### src/rtl/pwm_gen.sv
// Motor PWM generator: period-aligned ratio/direction updates with dead-time on reversal.
// Each applied request is acknowledged with a single-cycle pwm_done pulse.
module pwm_gen #(
  parameter int unsigned PRESCALE         = 64,
  parameter int unsigned DEADTIME_PERIODS = 2
) (
  input  logic       reset_n,
  input  logic       clock,
  input  logic       pwm_enable,
  input  logic       pwm_update,
  input  logic [7:0] pwm_ratio,
  input  logic       pwm_direction,
  output logic       pwm_done,
  output logic       pwm_out,
  output logic       dir_out,
  output logic       busy
);

  localparam int unsigned PS_W      = (PRESCALE > 1) ? $clog2(PRESCALE) : 1;
  localparam int unsigned DC_W      = (DEADTIME_PERIODS > 1) ? $clog2(DEADTIME_PERIODS) : 1;
  localparam int unsigned TICK_W    = 8;
  localparam logic [TICK_W-1:0] TICK_LAST = TICK_W'(254);

  typedef enum logic {RUN = 1'b0, DEAD = 1'b1} state_t;

  state_t            state;
  logic [PS_W-1:0]   prescaler;
  logic [TICK_W-1:0] tick_cnt;
  logic [7:0]        active_ratio;
  logic [7:0]        pend_ratio;
  logic              pend_dir;
  logic              pend_valid;
  logic [DC_W-1:0]   dead_cnt;

  logic tick;
  logic boundary;
  logic same_dir;
  logic apply;
  logic enter_dead;
  logic dead_dec;

  // Period timebase and the decision taken at each boundary (or immediately when disabled).
  always_comb begin
    tick       = (prescaler == PS_W'(PRESCALE - 1));
    boundary   = tick && (tick_cnt == TICK_LAST);
    same_dir   = (pend_dir == dir_out) || (pend_ratio == 8'd0);
    apply      = 1'b0;
    enter_dead = 1'b0;
    dead_dec   = 1'b0;
    if (pend_valid) begin
      if (!pwm_enable) begin
        // Holding off one cycle after a pulse keeps pwm_done from firing back to back.
        apply = !pwm_done;
      end else if (boundary) begin
        if (state == RUN) begin
          if (same_dir) apply = 1'b1;
          else          enter_dead = 1'b1;
        end else if (dead_cnt == '0) begin
          apply = 1'b1;
        end else begin
          dead_dec = 1'b1;
        end
      end
    end
  end

  always_ff @(posedge clock or negedge reset_n) begin
    if (!reset_n) begin
      state        <= RUN;
      prescaler    <= '0;
      tick_cnt     <= '0;
      active_ratio <= 8'd0;
      pend_ratio   <= 8'd0;
      pend_dir     <= 1'b0;
      pend_valid   <= 1'b0;
      dead_cnt     <= '0;
      pwm_done     <= 1'b0;
      pwm_out      <= 1'b0;
      dir_out      <= 1'b0;
      busy         <= 1'b0;
    end else begin
      pwm_done <= 1'b0;

      if (pwm_enable) begin
        prescaler <= tick ? '0 : prescaler + PS_W'(1);
        if (tick) tick_cnt <= (tick_cnt == TICK_LAST) ? '0 : tick_cnt + TICK_W'(1);
        pwm_out <= (state == RUN) && (tick_cnt < active_ratio);
      end else begin
        prescaler <= '0;
        tick_cnt  <= '0;
        pwm_out   <= 1'b0;
        state     <= RUN;
      end

      if (apply) begin
        active_ratio <= pend_ratio;
        dir_out      <= pend_dir;
        pend_valid   <= 1'b0;
        pwm_done     <= 1'b1;
        state        <= RUN;
      end

      if (enter_dead) begin
        active_ratio <= 8'd0;
        dead_cnt     <= DC_W'(DEADTIME_PERIODS - 1);
        state        <= DEAD;
      end

      if (dead_dec) dead_cnt <= dead_cnt - DC_W'(1);

      // A strobe coinciding with an apply stays pending for the next boundary.
      if (pwm_update) begin
        pend_ratio <= pwm_ratio;
        pend_dir   <= pwm_direction;
        pend_valid <= 1'b1;
      end

      // DEAD is only ever occupied while a request is pending, so this covers both terms.
      busy <= pwm_update || (pend_valid && !apply);
    end
  end

endmodule

### config.mk
export PLATFORM = sky130hd
export DESIGN_NAME = pwm_gen
export DESIGN_NICKNAME = d
export VERILOG_FILES = /design/src/rtl/pwm_gen.sv
export SDC_FILE = /design/constraint.sdc
export NUM_CORES = 1
export LEC_CHECK = 0
export ABC_AREA = 1
export BUFFER_PORTS_ARGS = -buffer_cell sky130_fd_sc_hd__buf_2
export CAP_MARGIN = 20
export CORE_UTILIZATION = 63
export DETAILED_ROUTE_END_ITERATION = 7
export GPL_TIMING_DRIVEN = 0
export PLACE_DENSITY = 0.89
export SLEW_MARGIN = 20
export SYNTH_ARGS = -nofsm -noshare
export SYNTH_HDL_FRONTEND = slang
export SYNTH_SLANG_ARGS = --single-unit
### constraint.sdc
create_clock -name clock -period 4.2 [get_ports clock]
set_input_delay 0.42 -clock clock [delete_from_list [all_inputs] [get_ports clock]]
set_output_delay 0.42 -clock clock [all_outputs]
set_load 0.05 [all_outputs]
# Yosys cells after proc, flatten, opt, wreduce, memory -nomap -nowiden
# Cells that the tools add are included.
# W data, S select, Z words.
[classes] eq_ne=5 order_cmp=1 mux=32 n_bitwise=1 addsub=3 reduce_logical=11
[op_table] operator="$mux W8" n=5
[op_table] operator="$mux W1" n=25
[op_table] operator="$mux W6" n=2
[op_table] operator="$add A8 B1 Y8 const B" n=1
[op_table] operator="$eq A8 B8 Y1 const B" n=1
[op_table] operator="$logic_not A8 Y1" n=1
[op_table] operator="$lt A8 B8 Y1" n=1
[op_table] operator="$add A6 B1 Y6 const B" n=1
[op_table] operator="$eq A6 B6 Y1 const B" n=1
[op_table] operator="$reduce_bool A2 Y1" n=3
[op_table] operator="$logic_and A1 B1 Y1" n=3
[op_table] operator="$ne A3 B1 Y1 const B" n=1
[op_table] operator="$logic_not A1 Y1" n=2
[op_table] operator="$logic_or A1 B1 Y1" n=2
[op_table] operator="$ne A2 B1 Y1 const B" n=1
[op_table] operator="$eq A1 B1 Y1" n=1
[op_table] operator="$not A1 Y1" n=1
[op_table] operator="$sub A1 B1 Y1 const B" n=1
[word_totals] reg_bits=38 output_inout_bits=4 wordCells=65 inputBits=13

# Logic depth before layout (Yosys ltp)
# Gate-level depths: netlist (run 1).
[depth] ltp_word=10 mapped_depth=12 ltp_nobuf=11

# Worst setup path after synthesis (run 1)
# Ideal clock, no wire load.
[synth_path] path_kind="register to register" start="register tick_cnt[0]" end="register state" stages_incl_launch_ff=13 required_time_ps=4081 path_buffers=1 t_arrival_ps=1511 synth_period_minus_slack_ps=1629 path_slack_ps=2571 setup_ps=119 path_cell_list="dfrtp_1 > inv_1 > ha_1 > inv_1 > nor2_1 > nand2_4 > nor2_8 > nand3_4 > nand2_4 > nand2_4 > buf_6 > nand3_2 > nand2_1"
[synth_via] elab_chain_cells=7 word_cells_on_any_way=11 cone_classes="2 x eq/ne; 8 x mux; 1 x reduce/logical"
[synth_lines] item="start: declaration" line="28" source="logic [TICK_W-1:0] tick_cnt;"
[synth_lines] item="start signal: assignment" line="86" source="if (tick) tick_cnt <= (tick_cnt == TICK_LAST) ? '0 : tick_cnt + TICK_W'(1);"
[synth_lines] item="$eq A8 B8 Y1 (*)" line="45" source="boundary = tick && (tick_cnt == TICK_LAST);"
[synth_lines] item="$logic_and A1 B1 Y1 (*)" line="45"
[synth_lines] item="$mux W1" line="54" source="end else if (boundary) begin"
[synth_lines] item="$mux W1" line="51" source="if (!pwm_enable) begin"
[synth_lines] item="$mux W1" line="50" source="if (pend_valid) begin"
[synth_lines] item="$mux W1" line="95" source="if (apply) begin"
[synth_lines] item="$mux W1" line="103" source="if (enter_dead) begin"
[synth_lines] item="end signal: assignment" line="92" source="state <= RUN;"
[synth_lines] item="end signal: assignment" line="100" source="state <= RUN;"
[synth_lines] item="end signal: assignment" line="106" source="state <= DEAD;"
[synth_lines] item="end: declaration" line="26" source="state_t state;"
# Every way passes the cells marked *; elsewhere a longest branch is shown, timed or not.
# A chain may end at the register's enable or synchronous reset.

# Final worst setup path (run 1)
[layout_path] start="register tick_cnt[0]" end="register active_ratio[1]"
[layout_via] elab_chain_cells=6 word_cells_on_any_way=10 cone_classes="1 x eq/ne; 7 x mux; 2 x reduce/logical"
[layout_lines] item="$eq A8 B8 Y1 (*)" line="45"
[layout_lines] item="$logic_and A1 B1 Y1 (*)" line="45"
[layout_lines] item="$mux W1" line="54"
[layout_lines] item="$mux W1" line="51"
[layout_lines] item="$mux W1" line="50"
[layout_lines] item="$mux W8 or $reduce_bool A2 Y1 (tied branches)"
[layout_lines] item="end signal: assignment" line="96" source="active_ratio <= pend_ratio;"
[layout_lines] item="end: declaration" line="29" source="logic [7:0] active_ratio;"
# Marked as above.

==> results of run 1 <==
==> worst register-to-register path: stages, from the launching register on <==
cell and delay (ns):
dfrtp_1 0.47, inv_1 0.11, ha_1 0.14, inv_1 0.04, nor2_1 0.17, nand2_4 0.09
nor2_8 0.11, nand3_4 0.10, nand2_4 0.14, nand2_4 0.07, buf_6 0.16, nand3_2 0.06
nand2_1 0.05
==> synthesized netlist by cell type <==
cell / count / area, sq um
o21ai_1: 2 / 10.0
buf_4: 1 / 7.51
nor2_8: 1 / 20.0
dfrtp_1: 38 / 951
o21ai_2: 1 / 8.76
inv_2: 4 / 15.0
nand2_1: 33 / 124
nor2_4: 2 / 22.5
nor2_1: 19 / 71.3
and3_1: 1 / 6.26
mux2_2: 8 / 90.1
ha_1: 10 / 125
nand2_2: 3 / 18.8
nand2_4: 4 / 45.0
o21ai_0: 10 / 50.1
clkbuf_1: 1 / 3.75
nand3_4: 1 / 17.5
a31o_2: 2 / 17.5
inv_1: 22 / 82.6
nand4_1: 4 / 25.0
nand3_2: 10 / 100
xor2_1: 2 / 17.5
nor3_1: 2 / 10.0
a21oi_1: 10 / 50.1
or2_2: 1 / 6.26
buf_1: 1 / 3.75
buf_6: 2 / 22.5
a2111o_1: 1 / 11.3
nand3_1: 11 / 55.1
==> metrics by stage <==
| stage | setup WS (ns) | instances | instance area (sq um) | total power, mW |
|---|---|---|---|---|
| 2_1_floorplan | 2.57 | 207 | 1990 | 0.522 |
| 3_3_place_gp | 2.43 | 266 | 2120 | 0.556 |
| 3_5_place_dp | 2.39 | 266 | 2120 | 0.563 |
| 4_1_cts | 2.37 | 272 | 2170 | 0.748 |
| 5_1_grt | 2.26 | 272 | 2170 | 0.781 |
| 6_report | 2.37 | 272 | 2170 | 0.743 |
==> per-layer routing <==
layer | part of all wire [%] | GRT usage (%) | up-vias | routed length [microns]
met3 | 3.5 | 5.13 | 11 | 121
met2 | 50 | 39.4 | 28 | 1740
met1 | 44 | 30.5 | 697 | 1540
met5 | 0 | 0 | - | 0
met4 | 1.8 | 8.84 | 0 | 63
li1 | - | - | 719 | -
==> registers in the layout, summed over array words and instances, names as in the netlist <==
| signal | count |
|---|---|
| pend_dir | 1 |
| active_ratio | 8 |
| pwm_done | 1 |
| tick_cnt | 8 |
| prescaler | 6 |
| pend_valid | 1 |
| dir_out | 1 |
| busy | 1 |
| pend_ratio | 8 |
| state | 1 |
| dead_cnt | 1 |
| pwm_out | 1 |
==> final timing paths <==
check,from,end,slack (ns),cells after the start
max,tick_cnt[0]$_DFFE_PN0P_,active_ratio[1]$_DFFE_PN0P_,2.37,12
min,reset_n,active_ratio[5]$_DFFE_PN0P_,0.16,1
max reg2reg,tick_cnt[0]$_DFFE_PN0P_,active_ratio[1]$_DFFE_PN0P_,2.37,12
min reg2reg,prescaler[0]$_DFF_PN0_,prescaler[0]$_DFF_PN0_,0.49,1
max in group asynchronous,reset_n,pend_ratio[6]$_DFFE_PN0P_,3.50,1
min in group clock,pwm_direction,pend_dir$_DFFE_PN0P_,0.29,3
==> logic make-up (layout without fill, tap and decap cells) <==
group,after synthesis,in the layout,synth area share [%]
XOR/XNOR,2,2,0.881
multiplexers,8,8,4.53
flip-flops,38,38,47.8
buffers and inverters,31,52,6.80
AO/OA/AOI/OAI,26,26,7.43
adder cells (fa/ha/maj),10,10,6.29
AND/OR/NAND/NOR,92,92,26.2
==> layout by cell type (no fill, tap or decap), drive strengths merged <==
| master | instances |
|---|---|
| mux2 | 8 |
| or2 | 1 |
| buf | 19 |
| nand3 | 22 |
| ha | 10 |
| o21ai | 13 |
| and3 | 1 |
| clkbuf | 7 |
| nor2 | 22 |
| a2111o | 1 |
| inv | 26 |
| dfrtp | 38 |
| xor2 | 2 |
| nand2 | 40 |
| a31o | 2 |
| a21oi | 10 |
| nor3 | 2 |
| nand4 | 4 |
==> cell type report <==
cell class                 count  area (sq um)
inverter                      26          97.6
buffer                         5          37.5
timing repair buffer          15          75.1
clock buffer                   6          51.3
sequential                    38           951
fill                         226           858
tap                           44          55.1
multi-input combinational    138           902
==> power by group through the flow <==
stage	Clock, mW	Sequential, mW	Combinational [mW]
2_1_floorplan	0	0.441	0.0814
3_3_place_gp	0	0.428	0.128
3_5_place_dp	0	0.430	0.132
4_1_cts	0.191	0.423	0.133
5_1_grt	0.206	0.428	0.147
6_report	0.189	0.423	0.131
==> results.md, run 1 <==
- status: complete, but fails checks
- violations in the final reports: design-rule violations
- DRT Pass-1 Iters: 6
- maximum net fanout on the critical path: 10
- setup TNS after final layout: 0 ns
- Post-CTS Setup Inserts: 0
- fraction of final layout cells with drive strength greater than 1: 26.8%
- worst slew pin tran: 0.838 ns
- final setup violating endpoints: 0
- final weighted congestion of routability-driven global placement: 0.770
- final worst clock skew: 0.0173 ns
- via count of the first global-routing pass: 1382
- share of the yosys chip area belonging to registers: 47.8%
- number of warning messages in the yosys log: 0
- final hold viol count: 0
- power per cell area: 343 nW/um^2
- CP endpoint kind: register
- Resized Gates After CTS: 0
- final max-slew violation count: 0
- relative contribution of combinational cells to total power: 17.7%
- cell seen most often among critical-path stages: nand2_4
- overflow left after global routing: 0
- final-stage net count: 252
- required time at the worst-slack endpoint: 4.43 ns
- timing-limited maximum frequency: 548 MHz
- hold slack: 0.157 ns
- final worst-path cycle share: 43.5%
- x dimension of the die: 58.2 microns
- first-pass GRT wire length: 5950 microns
- power share of the clock group: 25.4%
- Slowest-stage cell, CP: dfrtp_1
- number of sinks driven by the clock tree: 38
- setup repair after global routing missed its margin: false
- minimum period implied by the final worst setup slack: 1.83 ns
- All-Layer GR Usage: 23.7%
- Reg power frac: 56.9%
- Std-Cell Rows: 20
- port buffer count: 15
- starting density of the core: 65.7%
- CTS tree: done
- area growth from synthesis to final layout: 9.13%
- P_sw: 0.219 mW
- Vias/cell: 5.35
- height of the die: 58.2 microns
- distinct cell type count after synthesis: 29
- number of buffers and inverters on the critical path: 3
- total DRC errors in the routed layout: 1
- DR iter-0 viols: 45
- Crit Path Category: register to register
- cell at the root of the clock tree: clkbuf_4
- post-detail-place hpwl: 2570 microns
- Mapped Avg Cell Area: 9.60 sq um
- cell family with the largest share of critical-path delay: simple AND/OR/NAND/NOR gates
- post-synthesis sequential element count: 38
- data arrival time of the critical path: 2.05 ns
- slowest cell delay on critical path: 0.47 ns
- DR WL/cell: 12.7 microns
- pin count of the biggest net entering global routing: 39
- IR Drop Worst-Case VDD: 291 uV
- via count: 1455
- Net Count, Synth: 230
- Final Routed Wirelength: 3470 microns
- number of antenna violations at the first check in global routing: 0
- sw frac: 29.4%
- cell-by-cell listing of the critical path: inv_1 -> ha_1 -> inv_1 -> nor2_1 -> nand2_4 -> nor2_8 -> nand3_4 -> nand2_4 -> nand2_4 -> buf_6 -> nand3_2 -> nand2_1
- reported leakage power: 1.11 nW
- clk slew on worst S/H paths: 0.11 ns
- Die Outline Area: 3380 sq um
- path category of the worst min-delay check: input port to asynchronous set/reset pin
- clock network latency to the later pin of the worst-skew pair: 0.35 ns
- internal cell power: 0.524 mW
- Final Util: 71.7%
- CP Launch Type: register
- area of the core: 3030 sq um
- worst-case headroom to the max-slew limit: 44.1%
- H-tree levels: 2
- final antenna-violating net count: 0
- cell area after technology mapping: 1990 sq um
- number of max-cap violations: 0
- antenna cell count: 0
- Post-CTS Hold Fix Bufs: 0
- Mapped Cells: 207
- total clock buffers created by CTS: 5
- Ports: 17
- Longest Clk Path Bufs: 2
Note: power is estimated with default switching activity, not from simulation.
==> inputs of run 2 (changes only) <==
--- a/config.mk
+++ b/config.mk
@@ -8,10 +8,10 @@
 export ABC_AREA = 1
 export BUFFER_PORTS_ARGS = -buffer_cell sky130_fd_sc_hd__buf_2
 export CAP_MARGIN = 20
-export CORE_UTILIZATION = 63
+export CORE_UTILIZATION = 53
 export DETAILED_ROUTE_END_ITERATION = 7
 export GPL_TIMING_DRIVEN = 0
-export PLACE_DENSITY = 0.89
+export PLACE_DENSITY = 0.8
 export SLEW_MARGIN = 20
 export SYNTH_ARGS = -nofsm -noshare
 export SYNTH_HDL_FRONTEND = slang
==> constraint.sdc (replaced) <==
create_clock -name clock -period 1.55 [get_ports clock]
set_input_delay 0.155 -clock clock [delete_from_list [all_inputs] [get_ports clock]]
set_output_delay 0.155 -clock clock [all_outputs]
set_load 0.05 [all_outputs]
==> run 2 against run 1 <==
The flow finishes with violations (negative setup slack); combinational power increased to 3.0 times the previous value; largest cell class is now multi-input combinational cells; first-iteration DRC count is 56% higher; register-to-register slack worse by 2.5 ns; critical endpoint is now tick_cnt[7]$_DFFE_PN0P_; sequential power rose to 2.7 times the previous value.
==> results.md, run 2 (synthesis gave the netlist of run 1 again) <==
- DRT Pass-1 Iters: 4
- final weighted congestion of routability-driven global placement: 0.805
- most common library cell in the layout ignoring fill and taps: dfrtp_1
- number of sinks driven by the clock tree: 38
- worst setup path start: prescaler[1]$_DFF_PN0_
- total clock buffers created by CTS: 5
- violations in the final reports: negative setup slack
- Worst R2R Setup Slack: -0.12 ns
- reported leakage power: 1.24 nW
- final setup violating endpoints: 11
- Die Outline Area: 4000 sq um
- most used cells in the layout excluding fill and tap cells: 36 x dfrtp_1, 30 x nand2_1, 19 x inv_1
- data arrival time of the critical path: 1.85 ns
- finished layout cell area: 2440 sq um
- final hold viol count: 0
- area of the core: 3470 sq um
- slack of the critical path: -0.121 ns
- clk slew on worst S/H paths: 0.07 ns
- setup TNS after final layout: -0.918 ns
- final-stage net count: 267
- status: complete, but fails checks
- post-detail-place hpwl: 2600 microns
- CP endpoint kind: register
- starting density of the core: 57.3%
- endpoint of the worst hold path: pend_dir$_DFFE_PN0P_
- Longest Clk Path Bufs: 2
- overflow left after global routing: 0
- clock network latency to the later pin of the worst-skew pair: 0.29 ns
- Placement Setup Slack: -0.196 ns
- power per cell area: 980 nW/um^2
- DR iter-0 viols: 70
- Worst Min Path Start: pwm_direction
- number of antenna violations at the first check in global routing: 0
- Vias/cell: 5.31
- worst slew pin tran: 0.832 ns
- DR WL/cell: 14.0 microns
- All-Layer GR Usage: 21.2%
- Crit Path Category: register to register
- port buffer count: 15
- fraction of final layout cells with drive strength greater than 1: 36.9%
- setup repair after global routing missed its margin: true
- pin count of the biggest net entering global routing: 39
- antenna cell count: 0
- cell count of the worst reg-to-reg path: 11
- path category of the worst min-delay check: input port to register
- Std-Cell Rows: 21
- worst reg2reg path endpoint: tick_cnt[7]$_DFFE_PN0P_
- cell at the root of the clock tree: clkbuf_8
- launching point of the worst reg2reg path: prescaler[1]$_DFF_PN0_
- required time at the worst-slack endpoint: 1.73 ns
- final worst clock skew: 0.00665 ns
- final max-slew violation count: 0
- Ports: 17
- CP Launch Type: register
- height of the die: 63.2 microns
- via count: 1539
- Cell Area, Placed: 2130 sq um
- Final Routed Wirelength: 4060 microns
- via count of the first global-routing pass: 1482
- maximum net fanout on the critical path: 5
- x dimension of the die: 63.2 microns
- number of max-cap violations: 0
- H-tree levels: 2
- IR Drop Worst-Case VDD: 687 uV
- hold depth: 3
- total DRC errors in the routed layout: 0
- final worst-path cycle share: 108%
- registers with the most flip-flops: active_ratio x8, pend_ratio x8, tick_cnt x8
- CTS tree: done
- area growth from synthesis to final layout: 22.8%
- final antenna-violating net count: 0
- minimum period implied by the final worst setup slack: 1.67 ns
- worst-case headroom to the max-slew limit: 44.5%
- timing-limited maximum frequency: 598 MHz
- first-pass GRT wire length: 6380 microns
[run 2: layout make-up]
type / instances / area, sq um
inverter: 26 / 103
clock buffer: 6 / 82.6
tap: 46 / 57.6
buffer: 5 / 46.3
fill: 265 / 1030
multi-input combinational: 138 / 968
sequential: 38 / 953
timing repair buffer: 30 / 201
clock inverter: 1 / 30.0
[run 2: routing by layer]
metal / global-route usage, % / vias up / part of all wire [%]
met5: 0 / - / 0
met4: 10.5 / 0 / 1.7
met3: 4.35 / 7 / 3.2
met2: 34.9 / 35 / 52
met1: 26.3 / 744 / 43
li1: - / 753 / -
[run 2: worst max-delay path by stage]
stage                                        to  cells after the start
detailed placement  active_ratio[2]$_DFFE_PN0P_                     12
global route            tick_cnt[7]$_DFFE_PN0P_                     11
floorplan                     state$_DFFE_PN0P_                     12
CTS                 active_ratio[2]$_DFFE_PN0P_                     12
global placement    active_ratio[0]$_DFFE_PN0P_                     12
finish                  tick_cnt[7]$_DFFE_PN0P_                     11
[run 2: worst max-delay path, stage by stage, from the launching register on]
cell and delay (ns):
dfrtp_1 0.39, ha_4 0.16, nand2_4 0.05, nor2_4 0.15, nand2_4 0.09, buf_4 0.14
nand2_4 0.09, nand4_1 0.12, nand2_1 0.12, nand2_1 0.07, o21ai_1 0.10, inv_1 0.06
[run 2: what timing repair did]
| action | CTS | global route |
|---|---|---|
| buffers inserted | 7 | 6 |
| endpoints found under the setup margin | 13 | 20 |
| hold endpoints to repair | 38 | 0 |
| hold buffers | 1 | 0 |
| cloned | 1 | 0 |
| pin swaps | 3 | 14 |
| resized for setup | 11 | 14 |
[run 2: report_power, final]
part           switching, mW  total, mW  internal [mW]  leakage (nW)
registers             0.0697       1.15           1.08         0.480
clock network          0.333      0.847          0.514        0.0573
logic                  0.235      0.396          0.161         0.701
[run 2: metrics by stage]
step / std cells / total power [mW] / hold WS [ns] / util, %
3_3_place_gp: 268 / 1.51 / 0.299 / 61.5
4_1_cts: 284 / 2.38 / 0.0862 / 67.7
5_1_grt: 290 / 2.51 / 0.0784 / 70.4
3_5_place_dp: 268 / 1.52 / 0.306 / 61.5
2_1_floorplan: 207 / 1.42 / -0.141 / -
6_report: 290 / 2.39 / 0.0871 / 70.4
